File: config.mk
export PLATFORM = sky130hd
export DESIGN_NAME = multi_edge_detector
export DESIGN_NICKNAME = d
export VERILOG_FILES = /design/src/rtl/multi_edge_detector.sv
export SDC_FILE = /design/constraint.sdc
export NUM_CORES = 1
export LEC_CHECK = 0
export ABC_AREA = 1
export CELL_PAD_IN_SITES_DETAIL_PLACEMENT = 0
export CELL_PAD_IN_SITES_GLOBAL_PLACEMENT = 1
export CORE_UTILIZATION = 30
export CTS_CLUSTER_DIAMETER = 80
export DETAILED_ROUTE_END_ITERATION = 10
export GPL_TIMING_DRIVEN = 0
export PLACE_DENSITY = 0.67
export SLEW_MARGIN = 20
export SYNTH_ARGS = -nofsm -noshare
export SYNTH_HDL_FRONTEND = slang
export SYNTH_SLANG_ARGS = --single-unit
File: constraint.sdc
create_clock -name clk -period 1.7 [get_ports clk]
set_clock_uncertainty 0.2 [all_clocks]
set_input_delay 0.34 -clock clk [delete_from_list [all_inputs] [get_ports clk]]
set_output_delay 0.34 -clock clk [all_outputs]
set_load 0.02 [all_outputs]
File: src/rtl/multi_edge_detector.sv
// Multi-channel debounced edge detector for switches and push buttons.
// Each channel is synchronised to clk and debounced on a prescaled sample tick.
// A per-channel FSM then emits a one-clk pulse on the edge type selected by mode.
// The optional event counters are built when MULTI_EDGE_DETECTOR_COUNT_EN is defined.
module multi_edge_detector #(
  parameter int unsigned CHANNELS       = 4,
  parameter int unsigned SYNC_STAGES    = 2,
  parameter int unsigned TICK_DIV       = 2500000,
  parameter int unsigned DEBOUNCE_TICKS = 3,
  parameter int unsigned CNT_W          = 8
) (
  input  logic                      clk,
  input  logic                      rst_n,
  input  logic [CHANNELS-1:0]       din,
  input  logic [1:0]                mode,
`ifdef MULTI_EDGE_DETECTOR_COUNT_EN
  input  logic                      count_clr,
  output logic [CHANNELS*CNT_W-1:0] count,
`endif
  output logic                      tick,
  output logic [CHANNELS-1:0]       level,
  output logic [CHANNELS-1:0]       pulse
);

  localparam int unsigned PW = (TICK_DIV > 1) ? $clog2(TICK_DIV) : 1;
  localparam int unsigned DW = $clog2(DEBOUNCE_TICKS + 1);

  typedef enum logic [1:0] {StLow, StRise, StHigh, StFall} state_e;

  if (SYNC_STAGES < 2 || TICK_DIV < 1 || DEBOUNCE_TICKS < 1 || CNT_W < 1) begin : g_bad_param
    $error("multi_edge_detector: illegal parameter value");
  end

  logic [PW-1:0]                       r_presc, w_presc_nxt;
  logic                                r_tick;
  logic [SYNC_STAGES-1:0][CHANNELS-1:0] r_sync;
  logic [CHANNELS-1:0]                 w_sync;
  logic [DW-1:0]                       r_db [CHANNELS];
  logic [DW-1:0]                       w_db_nxt [CHANNELS];
  logic [CHANNELS-1:0]                 r_level, w_level_nxt;
  state_e                              r_state [CHANNELS];
  state_e                              w_state_nxt [CHANNELS];
  logic [CHANNELS-1:0]                 r_pulse, w_pulse_nxt;
  logic                                w_rise_en, w_fall_en;

  assign w_sync    = r_sync[SYNC_STAGES-1];
  assign w_rise_en = ~mode[0];           // 00 or 10
  assign w_fall_en = mode[0] ^ mode[1];  // 01 or 10

  // Prescaler next count; tick is registered so it is 0 during reset even for TICK_DIV=1.
  always_comb begin
    w_presc_nxt = r_presc + 1'b1;
    if (r_presc == PW'(TICK_DIV - 1)) begin
      w_presc_nxt = '0;
    end
  end

  // Prescaler, tick strobe and synchroniser chains.
  always_ff @(posedge clk or negedge rst_n) begin
    if (!rst_n) begin
      r_presc <= '0;
      r_tick  <= 1'b0;
      r_sync  <= '0;
    end else begin
      r_presc <= w_presc_nxt;
      r_tick  <= (w_presc_nxt == PW'(TICK_DIV - 1));
      r_sync  <= {r_sync[SYNC_STAGES-2:0], din};
    end
  end

  // Debounce: count consecutive differing ticks, flip level when the count completes.
  always_comb begin
    w_db_nxt    = r_db;
    w_level_nxt = r_level;
    if (r_tick) begin
      for (int i = 0; i < CHANNELS; i++) begin
        if (w_sync[i] == r_level[i]) begin
          w_db_nxt[i] = '0;
        end else if (r_db[i] == DW'(DEBOUNCE_TICKS - 1)) begin
          w_db_nxt[i]    = '0;
          w_level_nxt[i] = ~r_level[i];
        end else begin
          w_db_nxt[i] = r_db[i] + 1'b1;
        end
      end
    end
  end

  // Channel FSM next state and registered pulse selection.
  always_comb begin
    w_pulse_nxt = '0;
    for (int i = 0; i < CHANNELS; i++) begin
      w_state_nxt[i] = r_state[i];
      unique case (r_state[i])
        StLow:   if (r_level[i]) w_state_nxt[i] = StRise;
        StRise:  w_state_nxt[i] = r_level[i] ? StHigh : StFall;
        StHigh:  if (!r_level[i]) w_state_nxt[i] = StFall;
        StFall:  w_state_nxt[i] = r_level[i] ? StRise : StLow;
        default: w_state_nxt[i] = StLow;
      endcase
      w_pulse_nxt[i] = ((w_state_nxt[i] == StRise) & w_rise_en) |
                       ((w_state_nxt[i] == StFall) & w_fall_en);
    end
  end

  // Debounce counters, levels, channel FSMs and pulses.
  always_ff @(posedge clk or negedge rst_n) begin
    if (!rst_n) begin
      for (int i = 0; i < CHANNELS; i++) begin
        r_db[i]    <= '0;
        r_state[i] <= StLow;
      end
      r_level <= '0;
      r_pulse <= '0;
    end else begin
      r_db    <= w_db_nxt;
      r_state <= w_state_nxt;
      r_level <= w_level_nxt;
      r_pulse <= w_pulse_nxt;
    end
  end

  assign tick  = r_tick;
  assign level = r_level;
  assign pulse = r_pulse;

`ifdef MULTI_EDGE_DETECTOR_COUNT_EN
  logic [CNT_W-1:0] r_cnt [CHANNELS];

  // Saturating per-channel pulse counters; clear beats a coincident pulse.
  always_ff @(posedge clk or negedge rst_n) begin
    if (!rst_n) begin
      for (int i = 0; i < CHANNELS; i++) r_cnt[i] <= '0;
    end else begin
      for (int i = 0; i < CHANNELS; i++) begin
        if (count_clr) begin
          r_cnt[i] <= '0;
        end else if (r_pulse[i] && (r_cnt[i] != '1)) begin
          r_cnt[i] <= r_cnt[i] + 1'b1;
        end
      end
    end
  end

  // Pack counters onto the flat output bus.
  always_comb begin
    count = '0;
    for (int i = 0; i < CHANNELS; i++) count[i*CNT_W +: CNT_W] = r_cnt[i];
  end
`endif

endmodule

==> flow_metrics.env, run 1 <==
export IMPL_synth_seq_cells=55
export IMPL_fin_nets=406
export IMPL_ant_nets=0
export IMPL_ctsLongestPathBuffers=2
export IMPL_synth_cell_types=22
export IMPL_htree_levels=2
export IMPL_final_cell_mix="nand2_1 (78), inv_1 (62), dfrtp_1 (47), nor2_1 (42), nand3_1 (28)"
export IMPL_post_place_ws_ns=-0.362
export IMPL_syn_nets=374
export IMPL_grt_start_max_net_pins=56
export IMPL_start_kind="flop"
export IMPL_avgSynthCellArea_um2=7.81
export IMPL_path_cells="buf_4 -> nand2_2 -> nor2_4 -> nand2_4 -> nor2_2 -> nand2_1 -> nand2_2 -> nand4_1 -> nor2_1 -> nand2_1 -> nor2_2"
export IMPL_yosysWarningCount=0
export IMPL_port_buffers=16
export IMPL_synth_area_um2=2810
export IMPL_crit_arrival_ns=1.91
export IMPL_cp_max_fo=5
export IMPL_synth_yosys_seq_area_share_pct=49.0
export IMPL_slowest_delay_ns=0.46
export IMPL_track_usage_pct=13.4
export IMPL_row_count=34
export IMPL_vias_per_cell=4.53
export IMPL_die_h_um=98.8
export IMPL_ios=17
export IMPL_grt_overflow=0
export IMPL_relSlewSlack_pct=53.5
export IMPL_start_util_pct=31.6
export IMPL_wl_mm=6.17
export IMPL_synth_cells=360
export IMPL_core_area_um2=8890
export IMPL_antenna_cells=0
export IMPL_drive_gt1_share_pct=16.8
export IMPL_placed_cell_area_um2=3100
export IMPL_crit_slowest_cell="dfrtp_2"
export IMPL_grt_pass1_wl_mm=10.2
export IMPL_cp_end_kind="flop"
export IMPL_outcome="finished with violations"
export IMPL_cp_data_required_time_ns=1.76
export IMPL_die_x_um=98.8
export IMPL_cap_viol_max_count=0
export IMPL_p_per_area_nw_per_um2=630
export IMPL_wl_per_cell_um=12.3
export IMPL_setup_slack_ns=-0.152
export IMPL_clock_sinks=55
export IMPL_final_max_slew_viol_count=0
export IMPL_area_delta_synth_final_pct=20.6
export IMPL_violations="negative setup slack"
export IMPL_route_detailed_drc=0
export IMPL_report_final_setup_viol=1
export IMPL_fmax_mhz=540
export IMPL_synth_area_leaders="dfrtp_1 (49%), nand2_1 (11%), inv_1 (8.7%), nor2_1 (6.5%), nand3_1 (5.9%)"
export IMPL_ir_worst_vdd_v=0.000277
export IMPL_stdcell_area_um2=3390
export IMPL_yosys_area_top_type="dfrtp_1"
export IMPL_netlist_area_leader_share_pct=49.0
export IMPL_drt_iter0_markers=45
export IMPL_clock_root_buffer="clkbuf_8"
export IMPL_first_pass_iters=4
export IMPL_fin_crit_ns=1.85
export IMPL_fin_total_pwr_mw=2.13
export IMPL_critical_path_class="reg -> reg"
export IMPL_final_core_util_pct=38.1
export IMPL_clock_latency_ns=0.31
export IMPL_dieArea_um2=9760
export IMPL_worst_pin_slew_ns=0.697
export IMPL_hpwlAfterDp_mm=4.48
export IMPL_cts_tree="built"
export IMPL_first_global_vias=2199
export IMPL_p_leak_nw=1.71
export IMPL_finalCritPeriodShare_pct=109
export IMPL_gp_congestion=0.821
export IMPL_cts_made_buffers=5
export IMPL_clk_pin_slew_ns=0.11
export IMPL_rsz0062_at_grt="true"
export IMPL_finalHoldViolCount=0
export IMPL_antenna_found_initial=0
export IMPL_hold_class="reg -> reg"
export IMPL_num_fill_cells=950
export IMPL_fin_setup_tns_ns=-0.152
export IMPL_dr_total_vias=2268
export IMPL_final_common_cell="nand2_1"
==> cells by family (layout without fill, tap and decap cells) <==
kind of cell | Yosys count | count (layout) | share of synthesized area [%]
adder cells (fa/ha/maj) | 6 | 6 | 2.67
XOR/XNOR | 9 | 9 | 2.81
AND/OR/NAND/NOR | 200 | 200 | 31.7
AO/OA/AOI/OAI | 23 | 23 | 4.67
buffers and inverters | 66 | 99 | 8.82
flip-flops | 55 | 55 | 49.0
multiplexers | 1 | 1 | 0.356
==> report_power, final <==
group	internal (mW)	switching, mW	total (mW)
Clock	0.297	0.464	0.761
Sequential	1.32	0.00352	1.32
Combinational	0.0186	0.0340	0.0526
Total	1.63	0.502	2.13
==> timing repair <==
| action | 4_1_cts | 5_1_grt |
|---|---|---|
| pin swaps | 0 | 15 |
| gates cloned | 0 | 0 |
| resized for setup | 14 | 36 |
| hold buffers | 1 | 0 |
| setup endpoints to repair | 21 | 17 |
| endpoints found under the hold margin | 55 | 0 |
| setup buffers | 1 | 7 |
==> worst paths after layout <==
check	cells after the start	end	from	slack (ns)
setup reg to reg	11	tick$_DFF_PN0_	r_presc[1]$_DFF_PN0_	-0.15
setup / recovery	11	tick$_DFF_PN0_	r_presc[1]$_DFF_PN0_	-0.15
max in group asynchronous	2	r_presc[11]$_DFF_PN0_	rst_n	0.39
hold / removal	0	w_sync[3]$_DFF_PN0_	r_sync[3]$_DFF_PN0_	0.16
hold reg to reg	0	w_sync[3]$_DFF_PN0_	r_sync[3]$_DFF_PN0_	0.16
min in group asynchronous	2	r_state[5]$_DFF_PN0_	rst_n	0.42
==> registers in the layout, indices dropped and copies added (netlist names) <==
name / count
r_db: 8
r_presc: 22
r_sync: 4
tick: 1
pulse: 4
r_state: 8
level: 4
w_sync: 4
==> metal layers <==
| layer | global-route usage (%) | vias to the layer above | routed length (um) |
|---|---|---|---|
| met3 | 2.55 | 9 | 213 |
| met4 | 4.48 | 0 | 92 |
| met5 | 0 | - | 0 |
| met1 | 17.9 | 1034 | 2940 |
| li1 | - | 1187 | - |
| met2 | 21.8 | 38 | 2920 |
==> worst max-delay path, delay by kind of cell (launching register included) <==
| kind | cells | cell delay, ns |
|---|---|---|
| DFF | 1 | 0.46 |
| buffers and inverters | 1 | 0.14 |
| and+or+nand+nor | 10 | 0.98 |
==> cell usage after synthesis <==
library cell / count
nand2_1: 84
inv_1: 65
dfrtp_1: 55
nor2_1: 49
nand3_1: 33
o21ai_0: 12
nand4_1: 11
nor2_2: 11
xor2_1: 9
ha_1: 6
nor3_1: 5
o22ai_1: 4
a21oi_1: 3
o21bai_1: 3
nand2_2: 2
nor2_4: 2
clkbuf_1: 1
mux2i_1: 1
nand2_4: 1
nand3_2: 1
nand3b_1: 1
o41ai_1: 1
==> stage by stage <==
step,cells,hold slack [ns]
finish,501,0.159
global route,501,0.167
CTS,494,0.161
detailed placement,484,0.135
global placement,484,0.134
floorplan,360,-0.156
==> layout make-up <==
| class | count | area (um2) | area share (%) |
|---|---|---|---|
| Clock inverter | 3 | 22.5 | 0.665 |
| Timing Repair Buffer | 25 | 216 | 6.39 |
| Clock buffer | 5 | 68.8 | 2.03 |
| Multi-Input combinational cell | 239 | 1310 | 38.7 |
| Sequential cell | 55 | 1390 | 40.9 |
| Buffer | 1 | 3.75 | 0.111 |
| Tap cell | 108 | 135 | 3.99 |
| Inverter | 65 | 244 | 7.20 |
Note: power is estimated with default switching activity, not from simulation.
==> inputs of run 2 (changes only) <==
--- a/config.mk
+++ b/config.mk
@@ -8,12 +8,13 @@
 export ABC_AREA = 1
 export CELL_PAD_IN_SITES_DETAIL_PLACEMENT = 0
 export CELL_PAD_IN_SITES_GLOBAL_PLACEMENT = 1
-export CORE_UTILIZATION = 30
+export CORE_UTILIZATION = 40
 export CTS_CLUSTER_DIAMETER = 80
 export DETAILED_ROUTE_END_ITERATION = 10
 export GPL_TIMING_DRIVEN = 0
-export PLACE_DENSITY = 0.67
+export PLACE_DENSITY = 0.83
 export SLEW_MARGIN = 20
 export SYNTH_ARGS = -nofsm -noshare
 export SYNTH_HDL_FRONTEND = slang
 export SYNTH_SLANG_ARGS = --single-unit
+export TNS_END_PERCENT = 5
==> constraint.sdc (replaced) <==
create_clock -name clk -period 1.7 [get_ports clk]
set_clock_uncertainty 0.2 [all_clocks]
set_input_delay 0.255 -clock clk [delete_from_list [all_inputs] [get_ports clk]]
set_output_delay 0.255 -clock clk [all_outputs]
set_load 0.02 [all_outputs]
==> flow_metrics.env, run 2 (synthesis results as in run 1) <==
export IMPL_cp_data_required_time_ns=1.75
export IMPL_die_h_um=85.8
export IMPL_rsz0062_at_grt="true"
export IMPL_largest_reg_flops=22
export IMPL_antenna_cells=0
export IMPL_wl_mm=5.59
export IMPL_p_per_area_nw_per_um2=630
export IMPL_htree_levels=2
export IMPL_core_area_um2=6790
export IMPL_grt_start_max_net_pins=56
export IMPL_relSlewSlack_pct=54.2
export IMPL_internal_power_mw=1.63
export IMPL_start_util_pct=41.4
export IMPL_vias_per_cell=4.63
export IMPL_num_fill_cells=656
export IMPL_ctsLongestPathBuffers=2
export IMPL_finalHoldViolCount=0
export IMPL_fmax_mhz=538
export IMPL_die_x_um=85.8
export IMPL_port_buffers=16
export IMPL_power_switching_mw=0.485
export IMPL_final_cell_mix="nand2_1 (78), inv_1 (64), dfrtp_1 (52), nor2_1 (42), nand3_1 (25)"
export IMPL_fin_crit_ns=1.86
export IMPL_violations="negative setup slack"
export IMPL_regMostFlops="r_presc"
export IMPL_critical_path_class="reg -> reg"
export IMPL_p_leak_nw=1.71
export IMPL_gp_congestion=0.844
export IMPL_drive_gt1_share_pct=15.8
export IMPL_clkPwrFrac_pct=35.2
export IMPL_fin_nets=406
export IMPL_route_detailed_drc=0
export IMPL_wl_per_cell_um=11.4
export IMPL_ios=17
export IMPL_ant_nets=0
export IMPL_report_final_setup_viol=2
export IMPL_finalCritPeriodShare_pct=109
export IMPL_clk_pin_slew_ns=0.10
export IMPL_drt_iter0_markers=109
export IMPL_final_max_slew_viol_count=0
export IMPL_cts_tree="built"
export IMPL_final_common_cell="nand2_1"
export IMPL_hpwlAfterDp_mm=4.10
export IMPL_row_count=30
export IMPL_ir_worst_vdd_v=0.000320
export IMPL_path_cells="ha_2 -> inv_2 -> nor2_4 -> nand2_2 -> nor2_4 -> nand3_2 -> nand2_2 -> nand3_2 -> nor2_2 -> nand2_1 -> nor2_2"
export IMPL_outcome="finished with violations"
export IMPL_placed_cell_area_um2=3090
export IMPL_cp_end_kind="flop"
export IMPL_dr_total_vias=2262
export IMPL_largestRegisters="r_presc: 22 flops, r_db: 8 flops, r_state: 8 flops"
export IMPL_seqPwrFrac_pct=62.4
export IMPL_cts_made_buffers=5
export IMPL_track_usage_pct=17.7
export IMPL_crit_slowest_cell="dfrtp_1"
export IMPL_clock_root_buffer="clkbuf_8"
export IMPL_slowest_delay_ns=0.41
export IMPL_grt_pass1_wl_mm=10.2
export IMPL_cap_viol_max_count=0
export IMPL_stdcell_area_um2=3360
export IMPL_fin_total_pwr_mw=2.12
export IMPL_setup_slack_ns=-0.160
export IMPL_worst_pin_slew_ns=0.687
export IMPL_start_kind="flop"
export IMPL_hold_class="reg -> reg"
export IMPL_antenna_found_initial=0
export IMPL_cp_max_fo=4
export IMPL_clock_sinks=55
export IMPL_clock_latency_ns=0.31
export IMPL_dieArea_um2=7370
export IMPL_p_comb_share_pct=2.4
export IMPL_crit_arrival_ns=1.91
export IMPL_switching_share_pct=22.9
export IMPL_first_global_vias=2277
export IMPL_first_pass_iters=4
export IMPL_area_delta_synth_final_pct=19.5
export IMPL_grt_overflow=0
run 2: cell count changes in the layout (fill, tap and decap cells not counted), moves of 2 or more:
cell / previous run / this run
dfrtp_2: 8 / 3
ha_4: 2 / 0
inv_1: 62 / 64
inv_2: 3 / 1
ha_2: 0 / 2
dfrtp_1: 47 / 52
nand3_1: 28 / 25
nand3_2: 5 / 8
run 2: cell type report:
cell class / instances / area (um2) / area share [%]
plain buffers: 1 / 3.75 / 0.112
clock buffers: 5 / 68.8 / 2.05
clock inverters: 3 / 22.5 / 0.670
inverters: 65 / 244 / 7.26
multi-input cells: 239 / 1300 / 38.7
flip-flops and latches: 55 / 1380 / 41.1
well taps: 96 / 120 / 3.58
repair buffers: 25 / 220 / 6.55
run 2: final timing paths:
| path | depth (start not counted) | endpoint | from | slack (ns) |
|---|---|---|---|---|
| worst min-delay path | 0 | w_sync[3]$_DFF_PN0_ | r_sync[3]$_DFF_PN0_ | 0.16 |
| worst max-delay path | 11 | tick$_DFF_PN0_ | r_presc[0]$_DFF_PN0_ | -0.16 |
| min in group asynchronous | 2 | r_state[7]$_DFF_PN0_ | rst_n | 0.32 |
| worst min register to register | 0 | w_sync[3]$_DFF_PN0_ | r_sync[3]$_DFF_PN0_ | 0.16 |
| worst max register to register | 11 | tick$_DFF_PN0_ | r_presc[0]$_DFF_PN0_ | -0.16 |
| max in group asynchronous | 2 | r_presc[2]$_DFF_PN0_ | rst_n | 0.49 |
run 2: routing by layer:
metal	GRT usage (%)	share of wire (%)	vias up	routed length (um)
li1	-	-	1187	-
met1	23.4	49	1039	2740
met2	29.6	47	31	2660
met3	4.04	2.6	5	147
met4	4.09	0.91	0	51
met5	0	0	-	0
run 2: power by group through the flow:
stage	Clock, mW	Combinational (mW)	Sequential (mW)
after floorplan	0	0.00700	1.35
after global placement	0	0.0537	1.35
after detailed placement	0	0.0525	1.35
after CTS	0.776	0.0548	1.32
after global routing	0.827	0.0607	1.32
final	0.745	0.0517	1.32
run 2: repair_timing:
action                                 4_1_cts  5_1_grt
setup buffers                                4        4
resized for setup                           18       26
hold buffers                                 1        0
endpoints found under the hold margin       55        0
pin swaps                                    5       13
setup endpoints to repair                   16        7
run 2: worst max-delay path: cells and delay by family (launching register included):
kind	cells	cell delay, ns
flip-flops	1	0.41
buffers and inverters	1	0.06
AND/OR/NAND/NOR	9	0.91
adder cells (fa/ha/maj)	1	0.23
run 2: through the flow:
step	worst slack, ns	hold slack (ns)	utilization (%)	TNS, ns	instances
floorplan	0.0389	-0.241	-	0	360
global placement	-1.52	0.133	45.5	-84.09	472
detailed placement	-0.338	0.135	45.5	-0.481	472
CTS	-0.165	0.159	47.8	-0.165	485
global route	-0.297	0.159	49.4	-0.724	489
finish	-0.160	0.157	49.4	-0.169	489
==> inputs of run 3 (changes only) <==
--- a/config.mk
+++ b/config.mk
@@ -8,11 +8,12 @@
 export ABC_AREA = 1
 export CELL_PAD_IN_SITES_DETAIL_PLACEMENT = 0
 export CELL_PAD_IN_SITES_GLOBAL_PLACEMENT = 1
-export CORE_UTILIZATION = 40
+export CORE_UTILIZATION = 42
 export CTS_CLUSTER_DIAMETER = 80
 export DETAILED_ROUTE_END_ITERATION = 10
+export DONT_BUFFER_PORTS = 1
 export GPL_TIMING_DRIVEN = 0
-export PLACE_DENSITY = 0.83
+export PLACE_DENSITY_LB_ADDON = 0.1
 export SLEW_MARGIN = 20
 export SYNTH_ARGS = -nofsm -noshare
 export SYNTH_HDL_FRONTEND = slang
==> constraint.sdc (replaced) <==
create_clock -name clk -period 1.7 [get_ports clk]
set_clock_uncertainty 0.2 [all_clocks]
set_input_delay 0.255 -clock clk [delete_from_list [all_inputs] [get_ports clk]]
set_output_delay 0.255 -clock clk [all_outputs]
set_load 0.05 [all_outputs]
==> flow_metrics.env, run 3 (synthesis results as in run 1) <==
export IMPL_outcome="finished with violations"
export IMPL_violations="negative hold slack, negative setup slack"
export IMPL_track_usage_pct=19.3
export IMPL_start_util_pct=43.8
export IMPL_critical_path_class="reg -> reg"
export IMPL_hold_class="in -> async"
export IMPL_port_buffers=0
export IMPL_die_x_um=83.8
export IMPL_grt_start_max_net_pins=56
export IMPL_gp_congestion=0.846
export IMPL_start_kind="flop"
export IMPL_fmax_mhz=541
export IMPL_vias_per_cell=4.92
export IMPL_crit_arrival_ns=1.91
export IMPL_fin_crit_ns=1.85
export IMPL_hpwlAfterDp_mm=4.32
export IMPL_path_cells="buf_6 -> nand2_4 -> nor2_4 -> nand2_4 -> nor2_4 -> nand2_1 -> nand2_2 -> nand4_1 -> nor2_2 -> nand2_1 -> nor2_2"
export IMPL_cts_made_buffers=5
export IMPL_final_cell_mix="nand2_1 (73), inv_1 (61), dfrtp_1 (42), nor2_1 (37), nand3_1 (24)"
export IMPL_rrSetupSlack_ns=-0.15
export IMPL_grt_overflow=0
export IMPL_first_global_vias=2310
export IMPL_rsz0062_at_grt="true"
export IMPL_area_delta_synth_final_pct=20.8
export IMPL_cts_tree="built"
export IMPL_htree_levels=2
export IMPL_cp_end_kind="flop"
export IMPL_ctsLongestPathBuffers=2
export IMPL_die_h_um=83.8
export IMPL_antenna_cells=0
export IMPL_ant_nets=0
export IMPL_finalCritPeriodShare_pct=109
export IMPL_setup_slack_ns=-0.150
export IMPL_core_area_um2=6420
export IMPL_grt_pass1_wl_mm=10.6
export IMPL_final_max_slew_viol_count=0
export IMPL_dr_total_vias=2299
export IMPL_drt_iter0_markers=103
export IMPL_largestRegisters="r_presc: 22 flops, r_db: 8 flops, r_state: 8 flops"
export IMPL_r2r_worst_path_cells=11
export IMPL_r2r_start="r_presc[1]$_DFF_PN0_"
export IMPL_drive_gt1_share_pct=23.8
export IMPL_ios=17
export IMPL_num_fill_cells=599
export IMPL_cap_viol_max_count=0
export IMPL_clk_pin_slew_ns=0.11
export IMPL_reg2reg_to="tick$_DFF_PN0_"
export IMPL_clock_latency_ns=0.31
export IMPL_route_detailed_drc=0
export IMPL_report_final_setup_viol=4
export IMPL_final_common_cell="nand2_1"
export IMPL_worst_pin_slew_ns=0.596
export IMPL_clock_root_buffer="clkbuf_8"
export IMPL_final_core_util_pct=52.9
export IMPL_antenna_found_initial=0
export IMPL_first_pass_iters=4
export IMPL_postCtsHoldBufs=6
export IMPL_dieArea_um2=7020
export IMPL_hold_worst_slack_ns=-0.579
export IMPL_p_leak_nw=1.66
export IMPL_fin_total_pwr_mw=2.11
export IMPL_fin_nets=403
export IMPL_row_count=29
export IMPL_regMostFlops="r_presc"
export IMPL_ir_worst_vdd_v=0.000294
export IMPL_crit_slowest_cell="dfrtp_2"
export IMPL_slowest_delay_ns=0.44
export IMPL_finalHoldViolCount=55
export IMPL_cp_max_fo=5
export IMPL_wl_mm=6.23
export IMPL_clock_sinks=55
export IMPL_largest_reg_flops=22
export IMPL_cp_data_required_time_ns=1.76
export IMPL_wl_per_cell_um=13.3
export IMPL_p_per_area_nw_per_um2=620
export IMPL_relSlewSlack_pct=60.3
run 3: cell types whose count changed in the layout (fill, tap and decap cells not counted), sizes merged, moves of 5 or more:
cell           previous run  this run
clkdlybuf4s50             6         0
buf                       9        16
dlygate4sd3               1         6
dlygate4sd2               8         0
run 3: cell type report:
| cell class | count | area [um2] | area share [%] |
|---|---|---|---|
| Inverter | 65 | 244 | 7.18 |
| Clock inverter | 3 | 23.8 | 0.700 |
| Timing Repair Buffer | 22 | 199 | 5.86 |
| Buffer | 1 | 3.75 | 0.111 |
| Multi-Input combinational cell | 239 | 1370 | 40.3 |
| Tap cell | 77 | 96.3 | 2.84 |
| Clock buffer | 5 | 68.8 | 2.03 |
| Sequential cell | 55 | 1390 | 41.0 |
run 3: worst max-delay path, delay by kind of cell, from the launching register on:
family / cells / cell delay [ns]
buf+inv: 1 / 0.13
flops: 1 / 0.44
simple gates: 10 / 1.03
run 3: stage by stage:
stage | worst slack (ns) | instance area [um2] | setup TNS, ns | std cells
2_1_floorplan | 0.0389 | 2810 | 0 | 360
3_3_place_gp | -0.338 | 2910 | -0.776 | 437
3_5_place_dp | -0.313 | 2910 | -0.639 | 437
4_1_cts | -0.112 | 3220 | -0.247 | 461
5_1_grt | -0.264 | 3400 | -1.21 | 467
6_report | -0.150 | 3400 | -0.276 | 467
run 3: how the worst max path moves through the flow:
stage / from / end / slack [ns] / cells past startpoint
CTS: r_presc[0]$_DFF_PN0_ / tick$_DFF_PN0_ / -0.11 / 11
global route: r_presc[0]$_DFF_PN0_ / tick$_DFF_PN0_ / -0.26 / 11
finish: r_presc[1]$_DFF_PN0_ / tick$_DFF_PN0_ / -0.15 / 11
detailed placement: r_presc[0]$_DFF_PN0_ / tick$_DFF_PN0_ / -0.31 / 11
floorplan: r_presc[0]$_DFF_PN0_ / tick$_DFF_PN0_ / 0.04 / 11
global placement: r_presc[0]$_DFF_PN0_ / tick$_DFF_PN0_ / -0.34 / 11
run 3: report_power, final:
part	total, mW	switching [mW]	internal, mW	leakage (nW)
clock network	0.763	0.464	0.299	0.0461
registers	1.32	0.00342	1.32	0.717
logic	0.0229	0.0100	0.0129	0.895
run 3: repair_timing:
item | in CTS | in global routing
resized for setup | 28 | 41
endpoints found under the hold margin | 63 | 55
endpoints found under the setup margin | 14 | 24
pin swaps | 11 | 22
setup buffers | 10 | 6
run 3: metal layers:
layer	up-vias	GRT usage, %	wire, um
met1	1082	23.6	2890
met3	8	3.66	176
met5	-	0	0
met4	0	6.90	74
li1	1179	-	-
met2	30	33.9	3090
